**src/rtl/seq_data_selector.sv**
```systemverilog
// Registered channel selector: picks one of NCH input channels, manually by sel
// or by round-robin scan, and holds it in a single-entry output register.
module seq_data_selector #(
  parameter int unsigned WIDTH = 2,
  parameter int unsigned NCH   = 4,
  parameter int unsigned SEL_W = 2
) (
  input  logic                 clk,
  input  logic                 rst,
  input  logic                 en_n,
  input  logic                 mode,
  input  logic [SEL_W-1:0]     sel,
  input  logic [NCH*WIDTH-1:0] din,
  input  logic [NCH-1:0]       din_valid,
  output logic [NCH-1:0]       din_ready,
  output logic [WIDTH-1:0]     y,
  output logic                 y_valid,
  input  logic                 y_ready,
  output logic [SEL_W-1:0]     y_ch
);

  logic [SEL_W-1:0] ptr;
  logic [SEL_W-1:0] cand;
  logic             cand_ok;
  logic             load_ok;
  logic             grant;
  logic [WIDTH-1:0] cand_data;

  always_comb begin
    cand    = '0;
    cand_ok = 1'b0;
    if (!mode) begin
      // sel values at or beyond NCH never match a channel, so they never qualify
      for (int unsigned k = 0; k < NCH; k++) begin
        if (sel == SEL_W'(k) && din_valid[k]) begin
          cand    = SEL_W'(k);
          cand_ok = 1'b1;
        end
      end
    end else begin
      for (int unsigned i = 0; i < NCH; i++) begin
        if (!cand_ok && din_valid[(32'(ptr) + i) % NCH]) begin
          cand    = SEL_W'((32'(ptr) + i) % NCH);
          cand_ok = 1'b1;
        end
      end
    end
  end

  assign load_ok = (!y_valid || y_ready) && !en_n && !rst;
  assign grant   = load_ok && cand_ok;

  always_comb begin
    din_ready = '0;
    cand_data = '0;
    for (int unsigned k = 0; k < NCH; k++) begin
      if (cand == SEL_W'(k)) begin
        din_ready[k] = grant;
        cand_data    = din[k*WIDTH +: WIDTH];
      end
    end
  end

  always_ff @(posedge clk) begin
    if (rst) begin
      y       <= '0;
      y_ch    <= '0;
      y_valid <= 1'b0;
      ptr     <= '0;
    end else if (en_n) begin
      y       <= '0;
      y_ch    <= '0;
      y_valid <= 1'b0;
    end else if (grant) begin
      y       <= cand_data;
      y_ch    <= cand;
      y_valid <= 1'b1;
      if (mode) ptr <= SEL_W'((32'(cand) + 1) % NCH);
    end else if (y_valid && y_ready) begin
      y_valid <= 1'b0;
    end
  end

endmodule

```
**config.mk**
```make
export PLATFORM = sky130hd
export DESIGN_NAME = seq_data_selector
export DESIGN_NICKNAME = d
export VERILOG_FILES = /design/src/rtl/seq_data_selector.sv
export SDC_FILE = /design/constraint.sdc
export NUM_CORES = 1
export LEC_CHECK = 0
export CORE_MARGIN = 5
export CORE_UTILIZATION = 40
export DETAILED_ROUTE_END_ITERATION = 8
export PLACE_DENSITY = 0.79
export SLEW_MARGIN = 5
export SYNTH_ARGS = -nofsm -noshare
export SYNTH_HDL_FRONTEND = slang
export SYNTH_SLANG_ARGS = --single-unit
```
**constraint.sdc**
```tcl
create_clock -name clk -period 2.7 [get_ports clk]
set_clock_uncertainty 0.15 [all_clocks]
set_input_delay 0.27 -clock clk [delete_from_list [all_inputs] [get_ports clk]]
set_output_delay 0.27 -clock clk [all_outputs]
set_load 0.01 [all_outputs]
```
Yosys cells after proc, flatten, opt, wreduce, memory -nomap -nowiden. Index checks and enable logic that the tools add are counted.

Order comparisons: 4. Multiplexer cells: 38. Add/subtract/negate cells: 4. Equal/unequal tests: 6. Reductions and logical operators: 23. Bitwise logic cells: 1.

Operator list (count): two-way mux 1 bit (23); two-way mux 2 bit (11); < comparator 2 x 3 -> 1 bit, second input constant (4); logical AND 1 bit (11); binary-select mux 1 bit (select 2 bit) (4); equality test 2 bit, second input constant (4); zero test 1 bit (6); adder 2 x 1 -> 2 bit, second input constant (2); adder 2 bit, second input constant (2); equality test 2 x 1 -> 1 bit, second input constant (2); zero test 2 bit (2); AND reduction 3 bit (1); nonzero test 2 bit (1); OR reduction 2 bit (1); logical OR 1 bit (1); NOT 1 bit (1).

Logic and storage cells: 80. Output and inout bits: 9. Register bits after elaboration: 7. Bits of input ports: 19.

Longest topological paths before layout. Gate-level depths: netlist of run 1.

Word-level depth: 21. Mapped depth: 9. Gate-level depth less buffers: 9.

Worst setup path after synthesis of run 1. OpenSTA, ideal clock, no wires.

Kind: register to register. Start point: reg ptr[1]. End point: reg y[0]. Library setup time: 0.072 ns. Data required time: 2.478 ns. Arrival: 1.994 ns. Buffers on the path: 0. Setup slack: 0.484 ns. Period minus slack after synthesis: 2.216 ns. Cell stages (with the launch flop): 9. Cell sequence: dfxtp_1 > nor3b_1 > o311a_1 > a211oi_1 > inv_1 > ha_1 > a221oi_1 > o21ai_0 > mux2i_1.

Cells in the longest elaborated chain, start to end: 21. Elaborated cells between the ends (all ways): 39. Classes of those cells: 3 x add/sub; 3 x eq/ne; 25 x mux; 8 x reduce/logical.

Ends and longest elaborated chain: start, declared (RTL line 22) `logic [SEL_W-1:0] ptr;`; start signal, assigned (RTL line 78) `if (mode) ptr <= SEL_W'((32'(cand) + 1) % NCH);`; binary-select mux 1 bit (select 2 bit) (RTL line 42) `if (!cand_ok && din_valid[(32'(ptr) + i) % NCH]) begin`; two-way mux 1 bit (implied by the code) (RTL line 42); two-way mux 1 bit (RTL line 42); two-way mux 1 bit (RTL line 32) `if (!mode) begin`; zero test 1 bit (RTL line 42); logical AND 1 bit (RTL line 42); two-way mux 1 bit (RTL line 42); two-way mux 1 bit (RTL line 32); (+4 left out); zero test 1 bit (RTL line 42); logical AND 1 bit (RTL line 42); two-way mux 2 bit * (RTL line 42); two-way mux 2 bit * (RTL line 32); net cand[1] (RTL line 23) `logic [SEL_W-1:0] cand;`; zero test 2 bit (RTL line 57) `if (cand == SEL_W'(k)) begin`; two-way mux 2 bit (3 in a row) (RTL line 57); two-way mux 2 bit * (RTL line 57); end signal, assigned (RTL line 75) `y <= cand_data;`; end, declared (RTL line 16) `output logic [WIDTH-1:0] y,`.

Mark *: on every way through the listed nets, which the timed path passes. The rest lies on a longest branch. The select of a mux whose other input is x is not followed. A chain may end at the register's enable or synchronous reset.

Final worst setup path of run 1.
Start point: in din_valid[2]. End point: out din_ready[1].

Cells in the longest elaborated chain, start to end: 18. Elaborated cells between the ends (all ways): 35. Classes of those cells: 1 x eq/ne; 26 x mux; 8 x reduce/logical.

Ends and longest elaborated chain: start, declared (RTL line 14) `input logic [NCH-1:0] din_valid,`; binary-select mux 1 bit (select 2 bit) (RTL line 42); two-way mux 1 bit (implied by the code) (RTL line 42); two-way mux 1 bit (RTL line 42); two-way mux 1 bit (RTL line 32); zero test 1 bit (RTL line 42); logical AND 1 bit (RTL line 42); two-way mux 1 bit (RTL line 42); two-way mux 1 bit (RTL line 32); (+3 left out); two-way mux 1 bit (RTL line 32); zero test 1 bit (RTL line 42); logical AND 1 bit (RTL line 42); two-way mux 2 bit (RTL line 42); two-way mux 2 bit * (RTL line 32); net cand[0] (RTL line 23); equality test 2 x 1 -> 1 bit * (RTL line 57); two-way mux 1 bit * (RTL line 57); end, declared (RTL line 15) `output logic [NCH-1:0] din_ready,`.

Marks and branches as above.

==> results of run 1 <==
-- cells in the final DEF (no fill, tap or decap) --
cell,count
a21boi_0,1
o21bai_1,1
o21ai_0,1
nor2_1,4
or2_4,1
a21oi_1,2
a21o_2,1
nor2b_1,3
nand3b_1,2
ha_1,4
nand2_1,5
and2_1,3
a2111oi_4,1
clkdlybuf4s50_1,21
mux2_4,1
or3b_2,1
mux4_2,1
mux2_2,1
nand4bb_1,1
dlygate4sd2_1,6
and2_4,1
nor4_1,1
dfxtp_2,1
a221oi_2,2
o21ai_1,1
clkbuf_4,3
a211oi_1,1
and3_2,4
mux2i_1,8
dfxtp_1,6
o221ai_2,1
inv_1,4
clkbuf_1,1
o311a_1,1
buf_4,12
nor3b_1,2
-- path summary, 6_finish.rpt --
kind                              startpoint           end  slack (ps)  cells past startpoint
worst max register to register        ptr[0]          y[1]         280                     11
worst min-delay path                    y[1]          y[1]         300                      2
worst min register to register          y[1]          y[1]         300                      2
worst max-delay path            din_valid[2]  din_ready[1]          70                      8
-- area by class of cell --
class	count	area, µm²
well taps	16	20.0
inverters	4	15.0
flip-flops and latches	7	141
clock buffers	4	26.3
repair buffers	39	353
multi-input cells	56	488
fillers	128	463
-- kinds of logic (layout without fill, tap and decap cells) --
family,count (synthesis),count (layout),share of synthesized area
flip-flops,7,7,0.222
AO/OA/AOI/OAI,13,13,0.182
adder cells (fa/ha/maj),4,4,0.0792
multiplexers,11,11,0.198
buffers and inverters,5,47,0.0416
AND/OR/NAND/NOR,28,28,0.277
-- per-stage QoR --
stage | hold WS [ps] | setup TNS [ps] | cells | instance area, µm²
CTS | 310 | 0 | 126 | 1020
floorplan | 192 | 0 | 68 | 632
global placement | 296 | -1250 | 122 | 1000
finish | 305 | 0 | 126 | 1040
detailed placement | 303 | -1410 | 122 | 1000
global route | 326 | -26.8 | 126 | 1040
-- per-layer routing --
| metal | up-vias | GRT usage | share of wire |
|---|---|---|---|
| li1 | 341 | - | - |
| met1 | 292 | 0.185 | 0.47 |
| met2 | 15 | 0.237 | 0.46 |
| met3 | 4 | 0.0241 | 0.047 |
| met4 | 0 | 0.0786 | 0.019 |
| met5 | - | 0 | 0 |
-- report_power, final --
group	switching [mW]	total [mW]	internal, mW
clock network	0.0370	0.0933	0.0563
registers	0.00356	0.112	0.108
logic	0.0551	0.138	0.0829
total	0.0956	0.343	0.248
-- worst reg2reg max path, cell delays in order, from the launching register on --
cell and delay (ps):
dfxtp_1 340, nor3b_1 150, o311a_1 350, a211oi_1 220, buf_4 170, inv_1 50
ha_1 180, buf_4 150, a21oi_1 160, a221oi_2 80, o21ai_0 200, mux2i_1 100
-- sequential cells by signal, summed over array words and instances, names as in the netlist --
signal and count:
y_valid 1, ptr 2, y_ch 2, y 2
-- what timing repair did --
action	in CTS	in global routing
gates resized for setup	8	4
pin swaps	0	0
endpoints found under the setup margin	4	4
buffers inserted	0	0
==> impl_metrics.py, run 1 <==
metrics = {
    "detailed_routing": {
        "wire_per_inst_um": 13.2,
        "drtAntennaViolNets": 0,
        "dr_total_vias": 652,
        "firstDrtPassIters": 3,
        "drtIter0Drc": 5,
        "drc": 0,
        "routed_wl_mm": 1.66,
        "vias_per_cell": 5.17,
    },
    "cells_and_area": {
        "final_nets": 134,
        "area_growth_pct": 65.1,
        "drive_gt1_frac": 0.282,
        "final_util": 0.693,
        "insertedDiodeCount": 0,
    },
    "place": {
        "dp_slack_ps": -248,
        "globalplace.congestion": 0.735,
        "dp_hpwl_mm": 1.38,
        "portBuffers": 27,
    },
    "clock_network": {
        "cts_buffers": 3,
        "htree_levels": 1,
        "clk_pin_slew_ps": 50,
        "clk-insertion-delay-late_ps": 250,
        "clockRootBuffer": "clkbuf_4",
        "clock_path_buffers": 2,
        "cts_tree": "yes",
        "cts_hold_buf": 0,
        "cts.sink_count": 7,
    },
    "floorplanning": {
        "core_um2": 1510,
        "die-area_um2": 2470,
        "start_util": 0.419,
        "ios": 28,
        "die_h_um": 49.7,
        "std_cell_rows": 14,
        "die_w_um": 49.7,
    },
    "synth": {
        "syn_inst": 68,
        "synthArstFlopShare": 0,
        "syn-num-nets": 91,
        "yosysSeqAreaShare": 0.222,
        "synth-edff-count": 0,
        "synth_warnings": 0,
        "ys_ff_latch": 7,
        "post-synth-top-area-fraction": 0.222,
        "ys_types": 29,
        "avgSynthCellArea_um2": 9.29,
        "synth_most_common_cell": "mux2i_1",
        "synth_commonest_cells": "mux2i_1, dfxtp_1, nand2_1",
        "yosys-top-cells-area": "dfxtp_1, mux2i_1, ha_1",
        "yosys_most_used_dff": "dfxtp_1",
        "syn_area_um2": 632,
        "yosysTopAreaCell": "dfxtp_1",
    },
    "critical_path": {
        "arrival_ps": 2210,
        "critPathKind": "input port to output port",
        "crit_family": "buffers and inverters",
        "slowest_delay_ps": 480,
        "worstPathCellList": "clkdlybuf4s50_1, or3b_2, o221ai_2, mux2_4, inv_1, ha_1, and3_2, dlygate4sd2_1",
        "path_max_fanout": 4,
        "path_buf_inv": 3,
        "required_ps": 2280,
        "crit_slowest_cell": "clkdlybuf4s50_1",
        "crit_path_end_kind": "output port",
        "start_kind": "input port",
    },
    "sta": {
        "fin_crit_ps": 2630,
        "slew_violations": 0,
        "finalCritPeriodShare": 0.975,
        "max_slew_margin": 0.661,
        "tightest_slew_ps": 507,
        "fmax_ghz": 0.380,
        "worst_slack_ps": 67.1,
        "setup-violations-final": 0,
        "finalHoldViolCount": 0,
    },
    "global_routing": {
        "grt_remaining_overflow": 0,
        "grt_first_pass_wirelength_mm": 2.95,
        "antenna_found_initial": 0,
        "grt_start_max_net_pins": 9,
        "grt_usage": 0.148,
        "grt_pass1_vias": 674,
    },
    "hold_path": {
        "hold_path.class": "register to register",
    },
    "pwr": {
        "pwr_density_cell_nw_per_um2": 329,
        "leakagePower_nw": 0.475,
        "peakVddDrop_uv": 263,
        "power_mw": 0.343,
    },
    "status": {
        "outcome": "finished, final reports clean",
    },
    "flow_run": {
        "cap_violations": 0,
    },
}
Note: power is estimated with default switching activity, not from simulation.
==> run 2, diff against run 1 <==
--- a/config.mk
+++ b/config.mk
@@ -8,7 +8,7 @@
 export CORE_MARGIN = 5
 export CORE_UTILIZATION = 40
 export DETAILED_ROUTE_END_ITERATION = 8
-export PLACE_DENSITY = 0.79
+export PLACE_DENSITY = 0.83
 export SLEW_MARGIN = 5
 export SYNTH_ARGS = -nofsm -noshare
 export SYNTH_HDL_FRONTEND = slang
==> impl_metrics.py, run 2 (synthesized netlist as in run 1, its figures left out) <==
metrics = {
    "detailed_routing": {
        "drc": 0,
        "dr_total_vias": 657,
        "drtAntennaViolNets": 0,
        "vias_per_cell": 5.21,
        "drtIter0Drc": 10,
        "routed_wl_mm": 1.78,
        "wire_per_inst_um": 14.2,
        "firstDrtPassIters": 4,
    },
    "floorplanning": {
        "die-area_um2": 2470,
        "start_util": 0.419,
        "core_um2": 1510,
        "std_cell_rows": 14,
        "die_h_um": 49.7,
        "die_w_um": 49.7,
        "ios": 28,
    },
    "clock_network": {
        "clk_pin_slew_ps": 50,
        "clk-insertion-delay-late_ps": 250,
        "clockRootBuffer": "clkbuf_4",
        "htree_levels": 1,
        "clock_path_buffers": 2,
        "cts_tree": "yes",
        "cts_buffers": 3,
        "cts.sink_count": 7,
        "cts_hold_buf": 0,
    },
    "critical_path": {
        "arrival_ps": 2170,
        "required_ps": 2280,
        "r2r_start": "ptr[0]",
        "crit_end": "din_ready[3]",
        "rr_worst_depth": 10,
        "crit_family": "buffers and inverters",
        "start_kind": "input port",
        "r2r_end": "y[0]",
        "crit_start": "din_valid[2]",
        "crit_path_end_kind": "output port",
        "path_max_fanout": 4,
        "crit_slowest_cell": "clkdlybuf4s50_1",
        "slowest_delay_ps": 500,
        "critPathKind": "input port to output port",
        "path_buf_inv": 3,
        "worstPathCellList": "clkdlybuf4s50_1, or3b_4, o221ai_2, mux2_4, inv_1, ha_1, and3_2, dlygate4sd2_1",
        "cp.depth": 8,
        "reg2reg_setup_slack_ps": 330,
    },
    "status": {
        "outcome": "finished, final reports clean",
    },
    "sta": {
        "tightest_slew_ps": 459,
        "fmax_ghz": 0.386,
        "setup-tns-final_ps": 0,
        "grt_setup_unrepaired": "false",
        "finalHoldViolCount": 0,
        "max_slew_margin": 0.693,
        "setup-violations-final": 0,
        "fin_crit_ps": 2590,
        "whs_ps": 307,
        "finalCritPeriodShare": 0.959,
        "slew_violations": 0,
        "worst_slack_ps": 109,
    },
    "cells_and_area": {
        "fill_cells": 117,
        "fin_area_um2": 1040,
        "reg_top3": "ptr x2, y x2, y_ch x2",
        "drive_gt1_frac": 0.273,
        "final_cell_mix": "clkdlybuf4s50_1, buf_4, mux2i_1",
        "insertedDiodeCount": 0,
        "layout_commonest_cell": "clkdlybuf4s50_1",
        "area_growth_pct": 64.2,
        "final_nets": 134,
        "regArea_um2": 141,
        "multiInputGateArea_um2": 482,
    },
    "global_routing": {
        "grt_start_max_net_pins": 9,
        "grt_pass1_vias": 637,
        "grt_usage": 0.147,
        "antenna_found_initial": 0,
        "grt_remaining_overflow": 0,
        "grt_first_pass_wirelength_mm": 2.86,
    },
    "place": {
        "portBuffers": 27,
        "dp_slack_ps": -292,
        "globalplace.congestion": 0.731,
        "dp_hpwl_mm": 1.41,
        "place_area_um2": 993,
    },
    "pwr": {
        "peakVddDrop_uv": 252,
        "leakagePower_nw": 0.476,
        "pwr_density_cell_nw_per_um2": 327,
    },
    "hold_path": {
        "hold_path.class": "register to register",
    },
    "flow_run": {
        "cap_violations": 0,
    },
}
[run 2: cell counts in the layout (fill, tap and decap cells not counted)]
No cell type changed its count.
[run 2: repair_timing]
item / in CTS / in global routing
setup endpoints to repair: 5 / 3
hold endpoints to repair: 0 / 0
buffers inserted: 1 / 0
gates resized for setup: 8 / 3
[run 2: tightest hold or removal path, delay by kind of cell, from the launching register on]
| kind | cells | cell delay [ps] |
|---|---|---|
| flip-flops | 1 | 300 |
| AND/OR/NAND/NOR | 1 | 50 |
| multiplexers | 1 | 50 |
[run 2: metrics by stage]
stage	total power, mW	instances	util
global route	0.361	126	0.689
detailed placement	0.245	121	0.659
finish	0.339	126	0.689
floorplan	0.175	68	-
global placement	0.242	121	0.659
CTS	0.340	126	0.684
[run 2: worst min path at each step]
stage / to / cells past startpoint / start / slack, ps
after floorplan: ptr[0] / 1 / rst / 190
after global placement: y[0] / 2 / y[0] / 290
after detailed placement: y_ch[0] / 2 / y_ch[0] / 300
after CTS: y_ch[0] / 2 / y_ch[0] / 310
after global routing: y[0] / 2 / y[0] / 340
final: y_ch[0] / 2 / y_ch[0] / 310
[run 2: area by class of cell]
class,instances,share of cell area
sequential,7,0.136
timing repair buffer,39,0.340
clock buffer,4,0.0253
multi-input combinational,56,0.464
inverter,4,0.0145
tap,16,0.0193
[run 2: where the power goes]
part	internal [mW]	switching (mW)	total, mW	leakage (nW)
sequential	0.108	0.00370	0.112	0.0574
combinational	0.0819	0.0537	0.136	0.403
clock	0.0562	0.0351	0.0913	0.0150
total	0.246	0.0925	0.339	0.476
[run 2: per-layer routing]
metal | GRT usage | vias up | wire length (µm)
li1 | - | 338 | -
met1 | 0.169 | 298 | 757
met2 | 0.248 | 17 | 879
met3 | 0.0331 | 4 | 90
met4 | 0.0786 | 0 | 56
met5 | 0 | - | 0
==> run 3, diff against run 2 <==
--- a/config.mk
+++ b/config.mk
@@ -5,6 +5,7 @@
 export SDC_FILE = /design/constraint.sdc
 export NUM_CORES = 1
 export LEC_CHECK = 0
+export CAP_MARGIN = 25
 export CORE_MARGIN = 5
 export CORE_UTILIZATION = 40
 export DETAILED_ROUTE_END_ITERATION = 8
==> results of run 3 <==
No change in the layout: final DEF, timing and power equal those of run 2.
